==> config.mk <==
export PLATFORM = sky130hd
export DESIGN_NAME = alu_pipe_core
export DESIGN_NICKNAME = d
export VERILOG_FILES = /design/src/rtl/alu_pipe_pkg.sv /design/src/rtl/alu_div_iter.sv /design/src/rtl/alu_pipe_core.sv
export SDC_FILE = /design/constraint.sdc
export NUM_CORES = 1
export LEC_CHECK = 0
export CORE_UTILIZATION = 40
export DETAILED_ROUTE_END_ITERATION = 12
export GPL_ROUTABILITY_DRIVEN = 0
export HOLD_SLACK_MARGIN = 0.12
export MAX_ROUTING_LAYER = met4
export SKIP_LAST_GASP = 1
export SLEW_MARGIN = 30
export SYNTH_ARGS = -nofsm -noshare
export SYNTH_HDL_FRONTEND = slang
export SYNTH_HIERARCHICAL = 1
export SYNTH_SLANG_ARGS = --single-unit
==> constraint.sdc <==
create_clock -name CLK -period 6.1 [get_ports CLK]
set_input_delay 0.915 -clock CLK [delete_from_list [all_inputs] [get_ports CLK]]
set_output_delay 0.915 -clock CLK [all_outputs]
set_load 0.05 [all_outputs]
==> src/rtl/alu_pipe_pkg.sv <==
// alu_pipe_pkg: opcode classes, op codes, compare result codes and FSM states for alu_pipe_core
package alu_pipe_pkg;
  localparam logic [1:0] CLS_ARITH = 2'b00, CLS_LOGIC = 2'b01, CLS_CMP = 2'b10, CLS_SHIFT = 2'b11;
  localparam logic [1:0] OP_ADD = 2'd0, OP_SUB = 2'd1, OP_MUL = 2'd2, OP_DIV = 2'd3;
  localparam logic [1:0] OP_AND = 2'd0, OP_OR = 2'd1, OP_XOR = 2'd2, OP_NOR = 2'd3;
  localparam logic [1:0] OP_NOP = 2'd0, OP_EQ = 2'd1, OP_GT = 2'd2, OP_LT = 2'd3;
  localparam logic [1:0] OP_SRL = 2'd0, OP_SLL = 2'd1, OP_SRA = 2'd2, OP_ROL = 2'd3;
  localparam logic [1:0] CMP_EQ_RES = 2'd1, CMP_GT_RES = 2'd2, CMP_LT_RES = 2'd3;
  typedef enum logic [1:0] {IDLE, DIV, HOLD} state_t;
endpackage

==> src/rtl/alu_div_iter.sv <==
// alu_div_iter: restoring unsigned divider, one quotient bit per cycle
module alu_div_iter #(
  parameter int WIDTH = 16
) (
  input  logic             clk,
  input  logic             rst,
  input  logic             start,
  input  logic [WIDTH-1:0] a,
  input  logic [WIDTH-1:0] b,
  output logic             busy,
  output logic             done,
  output logic [WIDTH-1:0] quotient,
  output logic [WIDTH-1:0] remainder
);
  localparam int CW = $clog2(WIDTH);
  logic [CW-1:0] cnt;
  logic [WIDTH-1:0] quo, rem, dvs;
  logic [WIDTH:0] t;
  logic ge;
  // quotient/remainder are the post-step values, final while done is high
  assign t = {rem, quo[WIDTH-1]};
  assign ge = t >= {1'b0, dvs};
  assign quotient = {quo[WIDTH-2:0], ge};
  assign remainder = ge ? t[WIDTH-1:0] - dvs : t[WIDTH-1:0];
  assign done = busy && cnt == '0;
  always_ff @(posedge clk or posedge rst)
    if (rst) begin
      busy <= 1'b0;
      cnt <= '0;
      quo <= '0;
      rem <= '0;
      dvs <= '0;
    end else if (start) begin
      busy <= 1'b1;
      cnt <= CW'(WIDTH - 1);
      quo <= a;
      rem <= '0;
      dvs <= b;
    end else if (busy) begin
      quo <= quotient;
      rem <= remainder;
      cnt <= cnt - CW'(1);
      busy <= cnt != '0;
    end
endmodule

==> src/rtl/alu_pipe_core.sv <==
// alu_pipe_core: valid/ready ALU with registered result bus, flags and iterative divide
module alu_pipe_core
  import alu_pipe_pkg::*;
#(
  parameter int WIDTH = 16,
  parameter int SHW = $clog2(WIDTH)
) (
  input  logic             CLK,
  input  logic             RST,
  input  logic             IN_VALID,
  output logic             IN_READY,
  input  logic [WIDTH-1:0] A_IN,
  input  logic [WIDTH-1:0] B_IN,
  input  logic [3:0]       ALU_FUN,
  output logic             OUT_VALID,
  input  logic             OUT_READY,
  output logic [WIDTH-1:0] ALU_OUT,
  output logic [WIDTH-1:0] ALU_OUT_HI,
  output logic             Carry_out,
  output logic             ZERO_FLAG,
  output logic             OVF_FLAG,
  output logic             DIV_BY_ZERO,
  output logic [3:0]       UNIT_FLAG
);
  state_t state, state_nx;
  logic accept, div_start, div_busy, div_done, hs;
  logic [WIDTH-1:0] div_q, div_r, sra, r_lo, r_hi;
  logic [1:0] cls, op;
  logic [SHW-1:0] shamt;
  logic [WIDTH:0] sum, dif;
  logic [2*WIDTH-1:0] prod;
  logic r_c, r_ovf, r_dbz;
  assign cls = ALU_FUN[3:2];
  assign op = ALU_FUN[1:0];
  assign shamt = B_IN[SHW-1:0];
  assign IN_READY = state == IDLE && !div_busy && (!OUT_VALID || OUT_READY);
  assign accept = IN_VALID && IN_READY;
  assign hs = OUT_VALID && OUT_READY;
  assign div_start = accept && cls == CLS_ARITH && op == OP_DIV && B_IN != '0;
  assign sum = {1'b0, A_IN} + {1'b0, B_IN};
  assign dif = {1'b0, A_IN} - {1'b0, B_IN};
  assign prod = {{WIDTH{1'b0}}, A_IN} * {{WIDTH{1'b0}}, B_IN};
  assign sra = $signed(A_IN) >>> shamt;
  alu_div_iter #(.WIDTH(WIDTH)) u_div (
    .clk(CLK), .rst(RST), .start(div_start), .a(A_IN), .b(B_IN),
    .busy(div_busy), .done(div_done), .quotient(div_q), .remainder(div_r)
  );
  always_comb begin
    r_lo = '0;
    r_hi = '0;
    r_c = 1'b0;
    r_ovf = 1'b0;
    r_dbz = 1'b0;
    case (cls)
      CLS_ARITH:
        case (op)
          OP_ADD: begin
            r_lo = sum[WIDTH-1:0];
            r_c = sum[WIDTH];
            r_ovf = A_IN[WIDTH-1] == B_IN[WIDTH-1] && sum[WIDTH-1] != A_IN[WIDTH-1];
          end
          OP_SUB: begin
            r_lo = dif[WIDTH-1:0];
            r_c = dif[WIDTH];
            r_ovf = A_IN[WIDTH-1] != B_IN[WIDTH-1] && dif[WIDTH-1] != A_IN[WIDTH-1];
          end
          OP_MUL: begin
            r_lo = prod[WIDTH-1:0];
            r_hi = prod[2*WIDTH-1:WIDTH];
            r_ovf = prod[2*WIDTH-1:WIDTH] != '0;
          end
          default: begin
            // only the B==0 divide completes here; B!=0 goes to the iterative unit
            r_lo = '1;
            r_hi = A_IN;
            r_dbz = 1'b1;
          end
        endcase
      CLS_LOGIC: r_lo = op == OP_AND ? A_IN & B_IN : op == OP_OR ? A_IN | B_IN :
                        op == OP_XOR ? A_IN ^ B_IN : ~(A_IN | B_IN);
      CLS_CMP: r_lo = op == OP_EQ && A_IN == B_IN ? WIDTH'(CMP_EQ_RES) :
                      op == OP_GT && A_IN > B_IN ? WIDTH'(CMP_GT_RES) :
                      op == OP_LT && A_IN < B_IN ? WIDTH'(CMP_LT_RES) : '0;
      default: r_lo = op == OP_SRL ? A_IN >> shamt : op == OP_SLL ? A_IN << shamt :
                      op == OP_SRA ? sra : (A_IN << shamt) | (A_IN >> (WIDTH - int'(shamt)));
    endcase
  end
  always_ff @(posedge CLK or posedge RST)
    if (RST) state <= IDLE;
    else state <= state_nx;
  always_comb begin
    state_nx = state;
    case (state)
      IDLE: if (div_start) state_nx = DIV;
      DIV: if (div_done) state_nx = HOLD;
      HOLD: if (hs) state_nx = IDLE;
      default: state_nx = IDLE;
    endcase
  end
  always_ff @(posedge CLK or posedge RST)
    if (RST) begin
      OUT_VALID <= 1'b0;
      ALU_OUT <= '0;
      ALU_OUT_HI <= '0;
      Carry_out <= 1'b0;
      ZERO_FLAG <= 1'b0;
      OVF_FLAG <= 1'b0;
      DIV_BY_ZERO <= 1'b0;
      UNIT_FLAG <= '0;
    end else if (accept && !div_start) begin
      OUT_VALID <= 1'b1;
      ALU_OUT <= r_lo;
      ALU_OUT_HI <= r_hi;
      Carry_out <= r_c;
      ZERO_FLAG <= r_lo == '0;
      OVF_FLAG <= r_ovf;
      DIV_BY_ZERO <= r_dbz;
      UNIT_FLAG <= 4'b0001 << cls;
    end else if (div_done) begin
      OUT_VALID <= 1'b1;
      ALU_OUT <= div_q;
      ALU_OUT_HI <= div_r;
      Carry_out <= 1'b0;
      ZERO_FLAG <= div_q == '0;
      OVF_FLAG <= 1'b0;
      DIV_BY_ZERO <= 1'b0;
      UNIT_FLAG <= 4'b0001;
    end else if (hs) OUT_VALID <= 1'b0;
endmodule
Word-level counts from Yosys, hierarchy flattened:

Index checks and enable logic that the tools add are counted.

* bitwise operators: 5
* add/subtract/negate cells: 5
* multiplexer cells: 47
* reductions and logical operators: 33
* shifts and indexed selects: 5
* equal/unequal tests: 15
* divide/modulo/power cells: 0
* multipliers: 1
* magnitude comparators: 3

Operator list (count)
* $mux W16: 16
* $pmux W16 S3: 2
* $logic_not A16 Y1: 2
* $mul A16 B16 Y32: 1
* $or A16 B16 Y16: 2
* $pmux W16 S2: 1
* $reduce_bool A16 Y1: 2
* $shr A16 B32 Y16: 1
* $add A16 B16 Y17: 1
* $ge A17 B16 Y1: 1
* $sub A16 B16 Y17: 1
* $and A16 B16 Y16: 1
* $eq A16 B16 Y1: 1
* $gt A16 B16 Y1: 1
* $lt A16 B16 Y1: 1
* $mux W4: 4
* $not A16 Y16: 1
* $shl A16 B4 Y16: 1
* $shr A16 B4 Y16: 1
* $sshr A16 B4 Y16: 1
* $sub A16 B16 Y16: 1
* $xor A16 B16 Y16: 1
* $mux W1: 15
* $logic_and A1 B1 Y1: 14
* 22 further kinds: 41

* word-level logic and storage cells: 128
* memory bits (writable): 0
* output and inout bits: 42
* register bits after elaboration: 96
* bits in latches: 0
* bits in read-only memories: 0
* input port bits: 40
* memories: 0

Depth between registers and ports, before layout:

* depth in word-level cells: 10
* mapped depth: 27
* gate-level depth less buffers: 25

By module:

The synthesis kept the hierarchy.

Modules (own cells, without submodules)
* alu_pipe_core: instances 1, area each 15828.9 µm², cells an instance 2001, seq. area each 1076.0 µm²
* alu_div_iter: instances 1, area each 3538.4 µm², cells an instance 412, seq. area each 1326.3 µm²

Least setup slack after synthesis:

OpenSTA, ideal clock, no wires.

* kind: in2reg
* from: input port B_IN[3]
* to: register OVF_FLAG
* cell stages on the path: 25
* data required time: 5.966 ns
* path slack: -1.332 ns
* data arrival time: 7.298 ns
* buffers on the path: 4
* cell sequence: buf_2 clkbuf_1 clkbuf_1 buf_1 nand2_1 fa_1 fa_1 inv_1 fa_1 fa_1 fa_1 inv_1 fa_1 inv_1 ha_1 and3_1 o2111a_1 a22o_1 o2111ai_2 mux2i_1 nor2_1 xnor2_1 or3b_1 nor4_1 a22oi_1

* cells in the longest elaborated chain, start to end: 6
* elaborated cells on any way between the ends: 16
* those cells by class: 2 x add/sub; 1 x mul; 2 x eq/ne; 3 x mux; 8 x reduce/logical

RTL lines
* start: declaration: RTL line alu_pipe_core.sv:13 `input logic [WIDTH-1:0] B_IN,`
* branches (longest 6 deep; another with $mul A16 B16 Y32)
* end signal: assignment: RTL line alu_pipe_core.sv:116 `OVF_FLAG <= r_ovf;`
* end: declaration: RTL line alu_pipe_core.sv:21 `output logic OVF_FLAG,`

Parallel ways; which one is timed is not known.
A chain may end at the register's enable or synchronous reset.

Final worst setup path:

* from: input port B_IN[10]
* to: register OVF_FLAG

Same word-level chain as after synthesis.

==> summary.txt <==
Status
  • Status: finished, violations left
  • Failing checks: negative setup slack

Yosys
  • Simple-Gate Fraction of Synth Area: 17.0%
  • Syn Area/Cell: 8.03 um^2
  • Yosys reg bits: 96
  • Most common cell in the synthesized netlist: nand2_1
  • FFs w/ async S/R, synth: between 90% and 100%
  • Number of synthesized flops with an enable pin: 0
  • YS warnings: 6
  • Sequential share of the synthesized area: 12.4%
  • Syn Inst Count: 2413
  • Largest family of logic cells by synthesized area: adder cells
  • Post-Syn Nets: 2821
  • Cell taking the most area after synthesis: fa_1
  • Mux cell area share after synthesis: between 6 and 7%
  • Share of the synthesized area in the top cell type: 20.4%
  • Top cells by count, synth: nand2_1, inv_1, nor2_1, fa_1, ha_1
  • Synth Cell Area: 0.0194 mm^2
  • Area fraction in compound gates after synthesis: around a fifth
  • Xor/xnor share of the synthesized area: slightly below 3%
  • Area share of fa/ha/maj cells after synthesis: 31.4%
  • Netlist cell types: 110
  • Largest cells by area after synthesis: fa_1, dfrtp_1, ha_1
  • Synth Flop Type: dfrtp_1

Floorplanning
  • Initial Utilization: about two fifths
  • FP Rows: 80
  • Top Ports: 82
  • Die Wd: 222 um
  • Core Region: 0.0477 mm^2
  • Die height: 222 um
  • Die ar.: 0.0493 mm^2

STA
  • Slew @ Worst Pin: 976 ps
  • Fin crit period: about 6600 ps
  • Final hold viol count: 0
  • Setup Viol. Count Final: 20
  • Slew Viols, Final: 0
  • Final worst slack: -532 ps
  • Tcrit/Tclk final: 109%
  • Fmax: 151 MHz
  • Clock skew: 11.3 ps
  • RSZ-0062 raised after global routing: yes
  • Fin Setup TNS: -5390 ps
  • Slew margin rel.: between 30% and 40%

CTS
  • Clock Sinks: 96
  • CTS tree: yes
  • Clock transition at the registers of the reported paths: 70 ps
  • Clock Latency Late Sink: around 360 ps
  • Number of hold buffers added after cts: 0
  • H-Tree Depth: 3
  • Root buffer cell: clkbuf_16
  • Total CTS buffers: 9
  • Clock Path Buffers: 2

Critical path
  • CP Launch Type: input port
  • CP Data Arrival Time: 6860 ps
  • Top fanout value on the critical path: 5
  • Crit path kind: input port to flop
  • R2r worst-path depth: 13
  • CP top delay family: adder cells
  • Most common cell on crit path: fa_1
  • CP max stage cell: fa_1
  • Critical R2R Capture: ZERO_FLAG$_DFFE_PP0P_
  • Reg2Reg Setup Slack: 2710 ps
  • Endpoint class of the critical path: flop
  • Worst R2R Start: u_div/rem[7]$_DFFE_PP0P_
  • Worst EP required: 6330 ps
  • CP peak stage delay: 540 ps
  • CP bufs+invs: 7

Min path
  • Hold depth: 1
  • Worst hold path class: flop to flop
  • Hold Crit Start: ALU_OUT_HI[6]$_DFFE_PP0P_
  • WHS Endpoint: ALU_OUT_HI[6]$_DFFE_PP0P_

Detailed routing
  • Initial DRC Count: 2577
  • Residual DRC: 0
  • Vias per cell: 6.02
  • Wirelength, routed: 78300 um
  • TritonRoute pass-1 iters: 6
  • Routed Antenna Nets: 0
  • Avg WL per Cell: 23.4 um
  • DR vias: 20.1k

Global route
  • Number of global-route vias before repair: 19.8k
  • First-pass GRT wire length: 119000 um
  • Largest net degree at the start of global routing: 79
  • Grt ovf: 0
  • GR Util All Layers: 32.3%
  • Initial antenna violation count: 0

Job
  • Max-cap violations: 0

Placement
  • IO buf count: 81
  • Post-detail-place hpwl: a little over 60000 um

Final layout
  • Share of cells above drive strength 1: 26.8%
  • Diode count: 0
  • Area Overhead vs Synth: 28.8%
  • FILL cells: between 4k and 5k
  • Nets: 3129
-- worst max path at each step --
stage / cells past startpoint / endpoint / slack, ps / start
final: 25 / OVF_FLAG$_DFFE_PP0P_ / -530 / B_IN[10]
after global routing: 27 / OVF_FLAG$_DFFE_PP0P_ / -750 / B_IN[10]
after CTS: 26 / OVF_FLAG$_DFFE_PP0P_ / -550 / A_IN[6]
after detailed placement: 25 / OVF_FLAG$_DFFE_PP0P_ / -1390 / B_IN[5]
after global placement: 24 / OVF_FLAG$_DFFE_PP0P_ / -1380 / A_IN[4]
after floorplan: 25 / OVF_FLAG$_DFFE_PP0P_ / -530 / B_IN[3]
-- final cells by class --
cell class | count | area [um^2] | share of cell area (%)
clock buffer | 10 | 229 | 0.918
tap | 615 | 769 | 3.09
clock inverter | 5 | 33.8 | 0.135
timing repair buffer | 462 | 4060 | 16.3
multi-input combinational | 1843 | 16200 | 64.9
sequential | 96 | 2410 | 9.65
inverter | 309 | 1250 | 5.00
-- routing by layer --
layer  track usage [%]  part of all wire [%]  routed length, um
met5                 -                     0                  0
met4              13.9                   5.9               4610
met3              6.03                    11               8330
met2              48.2                    44              34200
met1              42.7                    40              31100
-- repair_timing --
item | in CTS | in global routing
endpoints found under the setup margin | 26 | 26
gates resized for setup | 285 | 190
pin swaps | 145 | 125
gates cloned | 0 | 1
setup buffers | 59 | 30
-- cell usage in the layout, fill, tap and decap left out, types with 10 or more instances in the layout --
cell             instances
nand3_1                 38
ha_1                   141
o21a_1                  15
mux2i_1                 82
o22ai_1                 25
inv_2                   38
o21ai_0                135
inv_1                  249
o21ai_1                 15
clkdlybuf4s50_1         47
buf_4                  305
dfrtp_1                 95
nor2_1                 212
a21o_1                  21
a211o_1                 12
nor2b_1                 21
clkbuf_16               10
ha_4                    23
nor2_2                  15
nand2_2                 18
nor2_4                  12
nor3_1                  36
buf_12                  16
o211ai_1                23
fa_2                    16
a211oi_1                33
a311oi_1                19
a21oi_2                 25
nand2_1                281
xnor2_1                 29
nor4_1                  14
nand4_1                 12
and3_1                  10
mux4_2                  15
buf_6                   68
nand2b_1                12
xor2_1                  17
a21oi_1                 85
fa_1                   181
-- logic make-up (layout without fill, tap and decap cells) --
| group | Yosys count | after routing |
|---|---|---|
| simple gates | 745 | 745 |
| compound gates | 555 | 555 |
| buf+inv | 474 | 786 |
| fa+ha+maj | 368 | 368 |
| mux | 112 | 112 |
| flops | 96 | 96 |
| xor+xnor | 63 | 63 |
-- state kept, by name (all words and copies together), names as in the netlist --
signal / flops
DIV_BY_ZERO: 1
OUT_VALID: 1
u_div/cnt: 4
ALU_OUT: 16
ALU_OUT_HI: 16
ZERO_FLAG: 1
u_div/rem: 16
state: 2
u_div/busy: 1
Carry_out: 1
OVF_FLAG: 1
u_div/quo: 16
UNIT_FLAG: 4
u_div/dvs: 16
-- stage by stage --
stage          hold WS [ps]  util, %  instance area [um^2]  worst slack, ps  cells
2_1_floorplan           485        -                 19700             -528   2413
3_3_place_gp            493     47.7                 22800            -1380   3253
3_5_place_dp            499     47.7                 22800            -1390   3253
4_1_cts                 516     50.6                 24200             -550   3320
5_1_grt                 551     52.2                 24900             -753   3340
6_report                531     52.2                 24900             -532   3340
Power is not shown: default switching activity piles up to over one toggle a cycle in this logic, so the estimate is an artifact.
